==> config.mk <==
export PLATFORM = sky130hd
export DESIGN_NAME = sprite_pixel_scheduler_flat
export DESIGN_NICKNAME = d
export VERILOG_FILES = /design/src/rtl/sprite_pixel_scheduler_pkg.sv /design/src/rtl/sprite_pixel_scheduler_if.sv /design/src/rtl/sprite_pixel_scheduler_prio_enc.sv /design/src/rtl/sprite_pixel_scheduler.sv /design/src/flat_wrapper.sv
export SDC_FILE = /design/constraint.sdc
export NUM_CORES = 1
export LEC_CHECK = 0
export ABC_AREA = 1
export ABC_CLOCK_PERIOD_IN_PS = 3000
export CAP_MARGIN = 20
export CORE_UTILIZATION = 50
export DETAILED_ROUTE_END_ITERATION = 8
export PLACE_DENSITY_LB_ADDON = 0.05
export SYNTH_ARGS = -nofsm -noshare
export SYNTH_HDL_FRONTEND = slang
export SYNTH_SLANG_ARGS = --single-unit
export TNS_END_PERCENT = 30
==> constraint.sdc <==
create_clock -name Clk -period 3 [get_ports Clk]
set_clock_uncertainty 0.05 [all_clocks]
set_input_delay 0.75 -clock Clk [delete_from_list [all_inputs] [get_ports Clk]]
set_output_delay 0.75 -clock Clk [all_outputs]
set_load 0.1 [all_outputs]
==> src/rtl/sprite_pixel_scheduler_pkg.sv <==
// Shared types and constants for the sprite pixel scheduler and the
// sprite priority encoder it uses.
package sprite_sched_pkg;

  localparam int DEF_NUM_SPRITES = 4;
  localparam int DEF_ADDR_W      = 12;
  localparam int IDX_W           = 4;
  localparam logic [IDX_W-1:0] TRANSPARENT_IDX = '0;

  typedef enum logic [1:0] {
    IDLE  = 2'd0,
    ISSUE = 2'd1,
    WAIT  = 2'd2,
    CHECK = 2'd3
  } sched_state_e;

  // Index width for a sprite number; never zero so a single sprite still has a bit.
  function automatic int layer_w(input int n);
    return (n > 1) ? $clog2(n) : 1;
  endfunction

endpackage

==> src/rtl/sprite_pixel_scheduler_if.sv <==
// Bundle of pixel-request, ROM and result signals between the VGA path,
// the sprite ROM and the scheduler.
interface sprite_pixel_scheduler_if
  import sprite_sched_pkg::*;
#(
  parameter int NUM_SPRITES = DEF_NUM_SPRITES,
  parameter int ADDR_W      = DEF_ADDR_W
);
  localparam int LAYER_W = layer_w(NUM_SPRITES);

  // pix_en is a one-cycle strobe with no ready: the scheduler accepts it only
  // when idle, otherwise it is dropped and flagged on overrun. The ROM has no
  // handshake: rom_index is valid exactly one clock after rom_addr. pix_valid
  // is a one-cycle pulse marking the cycle in which pix_* change.
  logic                          pix_en;
  logic [NUM_SPRITES-1:0]        hit;
  logic [NUM_SPRITES*ADDR_W-1:0] addr_in;
  logic [ADDR_W-1:0]             rom_addr;
  logic [IDX_W-1:0]              rom_index;
  logic [IDX_W-1:0]              pix_index;
  logic                          pix_opaque;
  logic [LAYER_W-1:0]            pix_layer;
  logic                          pix_valid;
  logic                          busy;
  logic                          overrun;

  modport slave (
    input  pix_en, hit, addr_in, rom_index,
    output rom_addr, pix_index, pix_opaque, pix_layer, pix_valid, busy, overrun
  );

  modport master (
    output pix_en, hit, addr_in, rom_index,
    input  rom_addr, pix_index, pix_opaque, pix_layer, pix_valid, busy, overrun
  );

endinterface

==> src/rtl/sprite_pixel_scheduler_prio_enc.sv <==
// Combinational lowest-set-bit finder: bit 0 has the highest priority.
// Also used by the bullet collision arbiter.
module sprite_prio_enc
  import sprite_sched_pkg::*;
#(
  parameter int N  = DEF_NUM_SPRITES,
  parameter int IW = layer_w(N)
) (
  input  logic [N-1:0]  mask_i,
  output logic [IW-1:0] idx_o,
  output logic          any_o
);

  // Scanning downwards lets the lowest set bit overwrite any higher one.
  always_comb begin
    idx_o = '0;
    any_o = 1'b0;
    for (int i = N - 1; i >= 0; i--) begin
      if (mask_i[i]) begin
        idx_o = IW'(i);
        any_o = 1'b1;
      end
    end
  end

endmodule

==> src/rtl/sprite_pixel_scheduler.sv <==
// Shares one synchronous sprite ROM port between overlapping sprites and
// commits the highest-priority opaque palette index for each pixel.
module sprite_pixel_scheduler
  import sprite_sched_pkg::*;
#(
  parameter int NUM_SPRITES = DEF_NUM_SPRITES,
  parameter int ADDR_W      = DEF_ADDR_W
) (
  input  logic                     Clk,
  input  logic                     Reset,
  sprite_pixel_scheduler_if.slave  bus,
  output sched_state_e             dbg_state_o
);

  localparam int LAYER_W = layer_w(NUM_SPRITES);

  sched_state_e           state_q;
  logic [NUM_SPRITES-1:0] pending_q;
  logic [ADDR_W-1:0]      addr_q [NUM_SPRITES];
  logic [LAYER_W-1:0]     sel_q;
  logic [ADDR_W-1:0]      rom_addr_q;
  logic [IDX_W-1:0]       pix_index_q;
  logic                   pix_opaque_q;
  logic [LAYER_W-1:0]     pix_layer_q;
  logic                   pix_valid_q;
  logic                   overrun_q;

  logic [LAYER_W-1:0]     sel_d;
  logic                   any_d;

  sprite_prio_enc #(
    .N  (NUM_SPRITES),
    .IW (LAYER_W)
  ) u_prio_enc (
    .mask_i (pending_q),
    .idx_o  (sel_d),
    .any_o  (any_d)
  );

  always_ff @(posedge Clk or posedge Reset) begin
    if (Reset) begin
      state_q      <= IDLE;
      pending_q    <= '0;
      sel_q        <= '0;
      rom_addr_q   <= '0;
      pix_index_q  <= '0;
      pix_opaque_q <= 1'b0;
      pix_layer_q  <= '0;
      pix_valid_q  <= 1'b0;
      overrun_q    <= 1'b0;
      for (int i = 0; i < NUM_SPRITES; i++) begin
        addr_q[i] <= '0;
      end
    end else begin
      pix_valid_q <= 1'b0;
      // A strobe on the commit edge still sees a non-idle state and is dropped.
      overrun_q   <= bus.pix_en && (state_q != IDLE);
      case (state_q)
        IDLE: begin
          if (bus.pix_en) begin
            pending_q <= bus.hit;
            for (int i = 0; i < NUM_SPRITES; i++) begin
              addr_q[i] <= bus.addr_in[i*ADDR_W +: ADDR_W];
            end
            state_q <= ISSUE;
          end
        end
        ISSUE: begin
          if (!any_d) begin
            pix_index_q  <= TRANSPARENT_IDX;
            pix_opaque_q <= 1'b0;
            pix_layer_q  <= '0;
            pix_valid_q  <= 1'b1;
            state_q      <= IDLE;
          end else begin
            rom_addr_q <= addr_q[sel_d];
            sel_q      <= sel_d;
            state_q    <= WAIT;
          end
        end
        WAIT: begin
          state_q <= CHECK;
        end
        CHECK: begin
          if (bus.rom_index != TRANSPARENT_IDX) begin
            pix_index_q  <= bus.rom_index;
            pix_opaque_q <= 1'b1;
            pix_layer_q  <= sel_q;
            pix_valid_q  <= 1'b1;
            state_q      <= IDLE;
          end else begin
            pending_q[sel_q] <= 1'b0;
            state_q          <= ISSUE;
          end
        end
        default: state_q <= IDLE;
      endcase
    end
  end

  assign bus.rom_addr   = rom_addr_q;
  assign bus.pix_index  = pix_index_q;
  assign bus.pix_opaque = pix_opaque_q;
  assign bus.pix_layer  = pix_layer_q;
  assign bus.pix_valid  = pix_valid_q;
  assign bus.overrun    = overrun_q;
  assign bus.busy       = (state_q != IDLE);
  assign dbg_state_o    = state_q;

endmodule

==> src/flat_wrapper.sv <==
// flat-port wrapper written by rule: the top's interface ports become plain ports
module sprite_pixel_scheduler_flat import sprite_sched_pkg::*;
#(
  parameter int NUM_SPRITES = DEF_NUM_SPRITES,
  parameter int ADDR_W      = DEF_ADDR_W
)
  (Clk, Reset, dbg_state_o, bus_pix_en, bus_hit, bus_addr_in, bus_rom_index, bus_rom_addr, bus_pix_index, bus_pix_opaque, bus_pix_layer, bus_pix_valid, bus_busy, bus_overrun);
  sprite_pixel_scheduler_if #(.NUM_SPRITES(NUM_SPRITES), .ADDR_W(ADDR_W)) bus_i ();
  input  logic Clk;
  input  logic Reset;
  output sched_state_e dbg_state_o;
  input wire logic [$bits(bus_i.pix_en)-1:0] bus_pix_en;
  input wire logic [$bits(bus_i.hit)-1:0] bus_hit;
  input wire logic [$bits(bus_i.addr_in)-1:0] bus_addr_in;
  input wire logic [$bits(bus_i.rom_index)-1:0] bus_rom_index;
  output wire logic [$bits(bus_i.rom_addr)-1:0] bus_rom_addr;
  output wire logic [$bits(bus_i.pix_index)-1:0] bus_pix_index;
  output wire logic [$bits(bus_i.pix_opaque)-1:0] bus_pix_opaque;
  output wire logic [$bits(bus_i.pix_layer)-1:0] bus_pix_layer;
  output wire logic [$bits(bus_i.pix_valid)-1:0] bus_pix_valid;
  output wire logic [$bits(bus_i.busy)-1:0] bus_busy;
  output wire logic [$bits(bus_i.overrun)-1:0] bus_overrun;
  assign bus_i.pix_en = bus_pix_en;
  assign bus_i.hit = bus_hit;
  assign bus_i.addr_in = bus_addr_in;
  assign bus_i.rom_index = bus_rom_index;
  assign bus_rom_addr = bus_i.rom_addr;
  assign bus_pix_index = bus_i.pix_index;
  assign bus_pix_opaque = bus_i.pix_opaque;
  assign bus_pix_layer = bus_i.pix_layer;
  assign bus_pix_valid = bus_i.pix_valid;
  assign bus_busy = bus_i.busy;
  assign bus_overrun = bus_i.overrun;
  sprite_pixel_scheduler #(.NUM_SPRITES(NUM_SPRITES), .ADDR_W(ADDR_W)) u_core (.Clk(Clk), .Reset(Reset), .bus(bus_i), .dbg_state_o(dbg_state_o));
endmodule
* After elaboration in Yosys (flattened, before gate mapping)
Cells that the tools add are included.
Widths: inputs -> output; s select.
** Cells by class
- Multiplexer cells :: 32
- Reductions and logical operators :: 11
- Order comparisons :: 3
- Bitwise logic cells :: 3
- Equal/unequal tests :: 7
** Operator list (count)
- $bmux 12 s2 :: 1
- $mux 12 :: 2
- $mux 2 :: 8
- $mux 4 :: 4
- $pmux 4 s2 :: 2
- $mux 1 :: 10
- $pmux 2 s4 :: 1
- $ne 2x2->1 const B :: 3
- $reduce_and 3->1 :: 2
- $reduce_bool 2->1 :: 3
- $and 4x4->4 :: 1
- $eq 2x2->1 const B :: 2
- $not 4->4 :: 1
- $pmux 1 s2 :: 2
- $pmux 2 s2 :: 1
- $reduce_and 2->1 :: 2
- $reduce_bool 4->1 :: 1
- $ge 3x3->1 const B :: 1
- $lt 2x3->1 const B :: 1
- $not 2->3 :: 1
- $demux 1 s2 :: 1
- $eq 2x1->1 const B :: 1
- $ge 2x1->1 const B :: 1
- $logic_and 1x1->1 :: 2
- 2 further kinds :: 2
** Word-level totals
- Output and inout bits :: 24
- Bits of input ports :: 59
- Word-level logic and storage cells :: 69
- Register bits after elaboration :: 77

* Longest topological paths before layout
- Word-level depth :: 8
- Depth in mapped cells :: 10
- Mapped depth without buffers :: 9

* Hierarchy
A second synthesis with hierarchy kept.
** Unflattened totals
- Cell total of the unflattened synthesis :: 448
- Area total of the unflattened synthesis :: 3743.6 um2
** Modules (own cells, without submodules)
- sprite_pixel_scheduler :: instances 1, area an instance 3707.3 um2, sequential area each 1926.8 um2, cells each 440
- sprite_prio_enc :: instances 1, area an instance 36.3 um2, sequential area each 0.0 um2, cells each 8

* Worst setup path after synthesis
Ideal clock, no wire load.
- Kind :: reg2out
- Start point :: register u_core.state_q[0], in the netlist u_core.dbg_state_o[0]
- End point :: output bus_busy
- Cell stages (with the launch flop) :: 4
- Data required time :: 2200 ps
- Arrival time :: 1833 ps
- Buffers on the path :: 1
- Slack :: 367 ps
- Cells stage by stage :: dfrtp_1 > buf_6 > nor2_4 > inv_1
** Between the ends
- Cells in the longest elaborated chain, start to end :: 1
** Ends and longest elaborated chain
- start: declaration :: RTL line sprite_pixel_scheduler.sv:17 : sched_state_e state_q;
- start signal: assignment :: RTL line sprite_pixel_scheduler.sv:42 : state_q <= IDLE;
- start signal: assignment :: RTL line sprite_pixel_scheduler.sv:65 : state_q <= ISSUE;
- start signal: assignment :: RTL line sprite_pixel_scheduler.sv:74 : state_q <= IDLE;
- $reduce_bool 2->1 :: RTL line sprite_pixel_scheduler.sv:107 : assign bus.busy = (state_q != IDLE);
- end: declaration :: RTL line flat_wrapper.sv:21 : output wire logic [$bits(bus_i.busy)-1:0] bus_busy;
Every way passes these cells.

* Worst setup path after layout
Same ends and word-level chain as after synthesis.

==> flow_metrics.py <==
metrics = {
    "outcome": {
        "status": "finished clean",
    },
    "setup_path": {
        "worstRegToRegCells": 4,
        "critPathArrivalTime_ns": 1.35,
        "r2r-end": "u_core.addr_q[24]$_DFFE_PP0P_",
        "crit_fanout": 8,
        "rrSetupSlack_ns": 1.31,
        "endpoint_kind": "output port",
        "reg2reg_from": "u_core.dbg_state_o[0]$_DFFE_PP0P_",
        "criticalPathCategory": "flip-flop to output port",
        "cp-start-kind": "flip-flop",
        "critPathRequiredTime_ns": 2.20,
    },
    "die": {
        "core_region_area_sq_mm": 0.00691,
        "rows": 30,
        "dieWidth_microns": 87.2,
        "io_pins": 83,
        "die_h_microns": 87.2,
        "start_util": 0.526,
        "die_area_sq_mm": 0.00760,
    },
    "global_route": {
        "grt-ovfl-total": 0,
        "grt_max_degree": 78,
        "antenna_found_initial": 0,
        "grt.total_usage": 0.216,
        "first_global_vias": 2575,
        "grt_pass1_wl_microns": 12300,
    },
    "cts": {
        "cts_tree": "done",
        "cts_buffer_depth": 2,
        "postCtsHoldBufs": 0,
        "cts_inserted_buffers": 9,
        "clk_pin_slew_ns": 0.07,
        "cts.sinks": 77,
        "root_buffer": "clkbuf_8",
        "clock_latency_ns": 0.35,
        "cts_resized": 0,
        "htree_num_levels": 3,
        "post-cts-setup-buffer-count": 0,
    },
    "logic_synthesis": {
        "synth.largest_area_cell": "dfrtp_1",
        "synth.most_common_cell": "dfrtp_1",
        "synth_seq_area_share": 0.531,
        "syn_area_sq_mm": 0.00363,
        "synth-edff-count": 0,
        "synth_common_cells": "dfrtp_1 (77), nand2_1 (66), nand3_1 (50)",
        "synth_cell_type_count": 27,
        "synth_warnings": 0,
        "netlist.area_leader.share": 0.531,
        "async_flop_share": 1.00,
        "synthesis.nets": 450,
        "synthFlopType": "dfrtp_1",
        "netlist_top_cells_area": "dfrtp_1 (53%), nand3_1 (6.9%), nand2_1 (6.8%)",
        "syn_inst": 391,
        "avgSynthCellArea_sq_um": 9.28,
        "ys_seq_elements": 77,
    },
    "timing": {
        "finalSetupViolations": 0,
        "slew_headroom": 0.731,
        "finalCritPeriodShare": 0.716,
        "tightestPinTransition_ns": 0.403,
        "finalSetupTns_ns": 0,
        "finalMaxSlewViolations": 0,
        "rsz0062_at_grt": "no",
        "hold_viol_final": 0,
        "max_freq_mhz": 465,
        "worst_slack_ns": 0.851,
        "fin_crit_ns": 2.15,
    },
    "final_layout": {
        "final_area_sq_mm": 0.00458,
        "nNetsFinal": 529,
        "n_antenna_cell": 0,
        "drive_above_1_share": 0.156,
        "syn_to_final_growth_pct": 26.2,
    },
    "routing": {
        "firstDrtPassIters": 4,
        "routed_via_density": 4.84,
        "final_antenna_net_count": 0,
        "routed-via-count": 2755,
        "avgRoutedWirePerCell_microns": 13.1,
        "drc_errors": 0,
        "drt_iter0_drc": 105,
        "wl_microns": 7440,
    },
    "pwr": {
        "total_power_mw": 5.62,
        "powerDensity_mw_per_mm2": 1230,
        "peakVddDrop_uv": 557,
        "p_leak_nw": 2.30,
    },
    "min_path": {
        "min_path_cells": 2,
        "hold_path.class": "flip-flop to flip-flop",
        "whs_endpoint": "u_core.bus.rom_addr[2]$_DFFE_PP0P_",
        "hp-start": "u_core.bus.rom_addr[2]$_DFFE_PP0P_",
    },
    "placed_design": {
        "portBuffers": 82,
        "dp_hpwl_microns": 5200,
        "gp_congestion": 0.773,
        "place_ws_ns": 0.720,
        "dpl_cell_area_sq_mm": 0.00440,
    },
    "flow_run": {
        "cap_violations": 0,
    },
}
==> metal layers <==
| metal | GRT usage | share of wire | up-vias |
|---|---|---|---|
| li1 | - | - | 1394 |
| met2 | 0.321 | 0.44 | 85 |
| met1 | 0.313 | 0.49 | 1265 |
| met5 | 0 | 0 | - |
| met4 | 0.0984 | 0.014 | 0 |
| met3 | 0.0322 | 0.048 | 11 |
==> flip-flops by register name, summed over array words and instances, names as in the netlist, named ones only <==
name / flops
u_core.bus.rom_addr: 12
u_core.bus.pix_opaque: 1
u_core.pending_q: 4
u_core.bus.pix_layer: 2
u_core.dbg_state_o: 1
u_core.bus.overrun: 1
u_core.bus.pix_valid: 1
u_core.bus.pix_index: 4
u_core.sel_q: 2
u_core.addr_q: 48
==> worst max-delay path: stages, from the launching register on <==
cell	delay, ns
dfrtp_1	0.56
nor2_4	0.09
inv_1	0.07
buf_4	0.28
==> kinds of logic (layout without fill, tap and decap cells) <==
family                 count (synthesis)  in the layout  synth area share
buffers and inverters                 69            151            0.0975
and+or+nand+nor                      180            180             0.236
muxes                                 16             16            0.0662
AOI/OAI and AO/OA                     49             49            0.0689
DFF                                   77             77             0.531
==> worst max-delay path by stage <==
stage / start / endpoint / slack (ns) / cells after the start
CTS: u_core.dbg_state_o[0]$_DFFE_PP0P_ / bus_busy / 0.83 / 3
finish: u_core.dbg_state_o[0]$_DFFE_PP0P_ / bus_busy / 0.85 / 3
global placement: bus_pix_en / u_core.addr_q[27]$_DFFE_PP0P_ / 0.73 / 4
global route: u_core.dbg_state_o[0]$_DFFE_PP0P_ / bus_busy / 0.81 / 3
floorplan: Reset / asynchronous set/reset pin / 0.23 / 1
detailed placement: bus_pix_en / u_core.addr_q[24]$_DFFE_PP0P_ / 0.72 / 4
==> per-stage QoR <==
| step | hold WS, ns | util | std cells |
|---|---|---|---|
| 4_1_cts | 0.453 | 0.663 | 569 |
| 6_report | 0.445 | 0.663 | 569 |
| 2_1_floorplan | 0.423 | - | 391 |
| 5_1_grt | 0.479 | 0.663 | 569 |
| 3_5_place_dp | 0.433 | 0.638 | 555 |
| 3_3_place_gp | 0.430 | 0.638 | 555 |
==> report_power, final <==
group / internal (mW) / total [mW] / switching [mW]
sequential: 1.54 / 1.79 / 0.251
clock: 0.372 / 0.727 / 0.355
combinational: 0.927 / 3.10 / 2.18
==> cell usage in the layout, fill, tap and decap left out <==
| master | count |
|---|---|
| dfrtp_1 | 77 |
| nand2_1 | 66 |
| clkdlybuf4s50_1 | 58 |
| nand3_1 | 50 |
| inv_1 | 46 |
| nor2_1 | 34 |
| a21oi_1 | 32 |
| buf_4 | 26 |
| mux2_4 | 16 |
| o21ai_0 | 14 |
| or2_0 | 9 |
| clkbuf_8 | 9 |
| or2_1 | 6 |
| inv_2 | 4 |
| nand2_4 | 3 |
| nand4_1 | 3 |
| nand2_2 | 3 |
| clkinv_2 | 3 |
| or2_2 | 2 |
| buf_12 | 2 |
| nor2_4 | 1 |
| o211ai_1 | 1 |
| nor2_2 | 1 |
| nand3_4 | 1 |
| o21ai_1 | 1 |
| nor2_8 | 1 |
| clkinv_1 | 1 |
| a22oi_1 | 1 |
| clkinv_4 | 1 |
| bufinv_16 | 1 |
==> final cells by class <==
class                   instances  area [sq um]
clock inverters                 5          53.8
fillers                       614          2330
well taps                      96           120
inverters                      51           191
multi-input cells             245          1350
flip-flops and latches         77          1930
clock buffers                   9           124
repair buffers                 86           816
No activity file was read; power rests on OpenSTA's default activity.
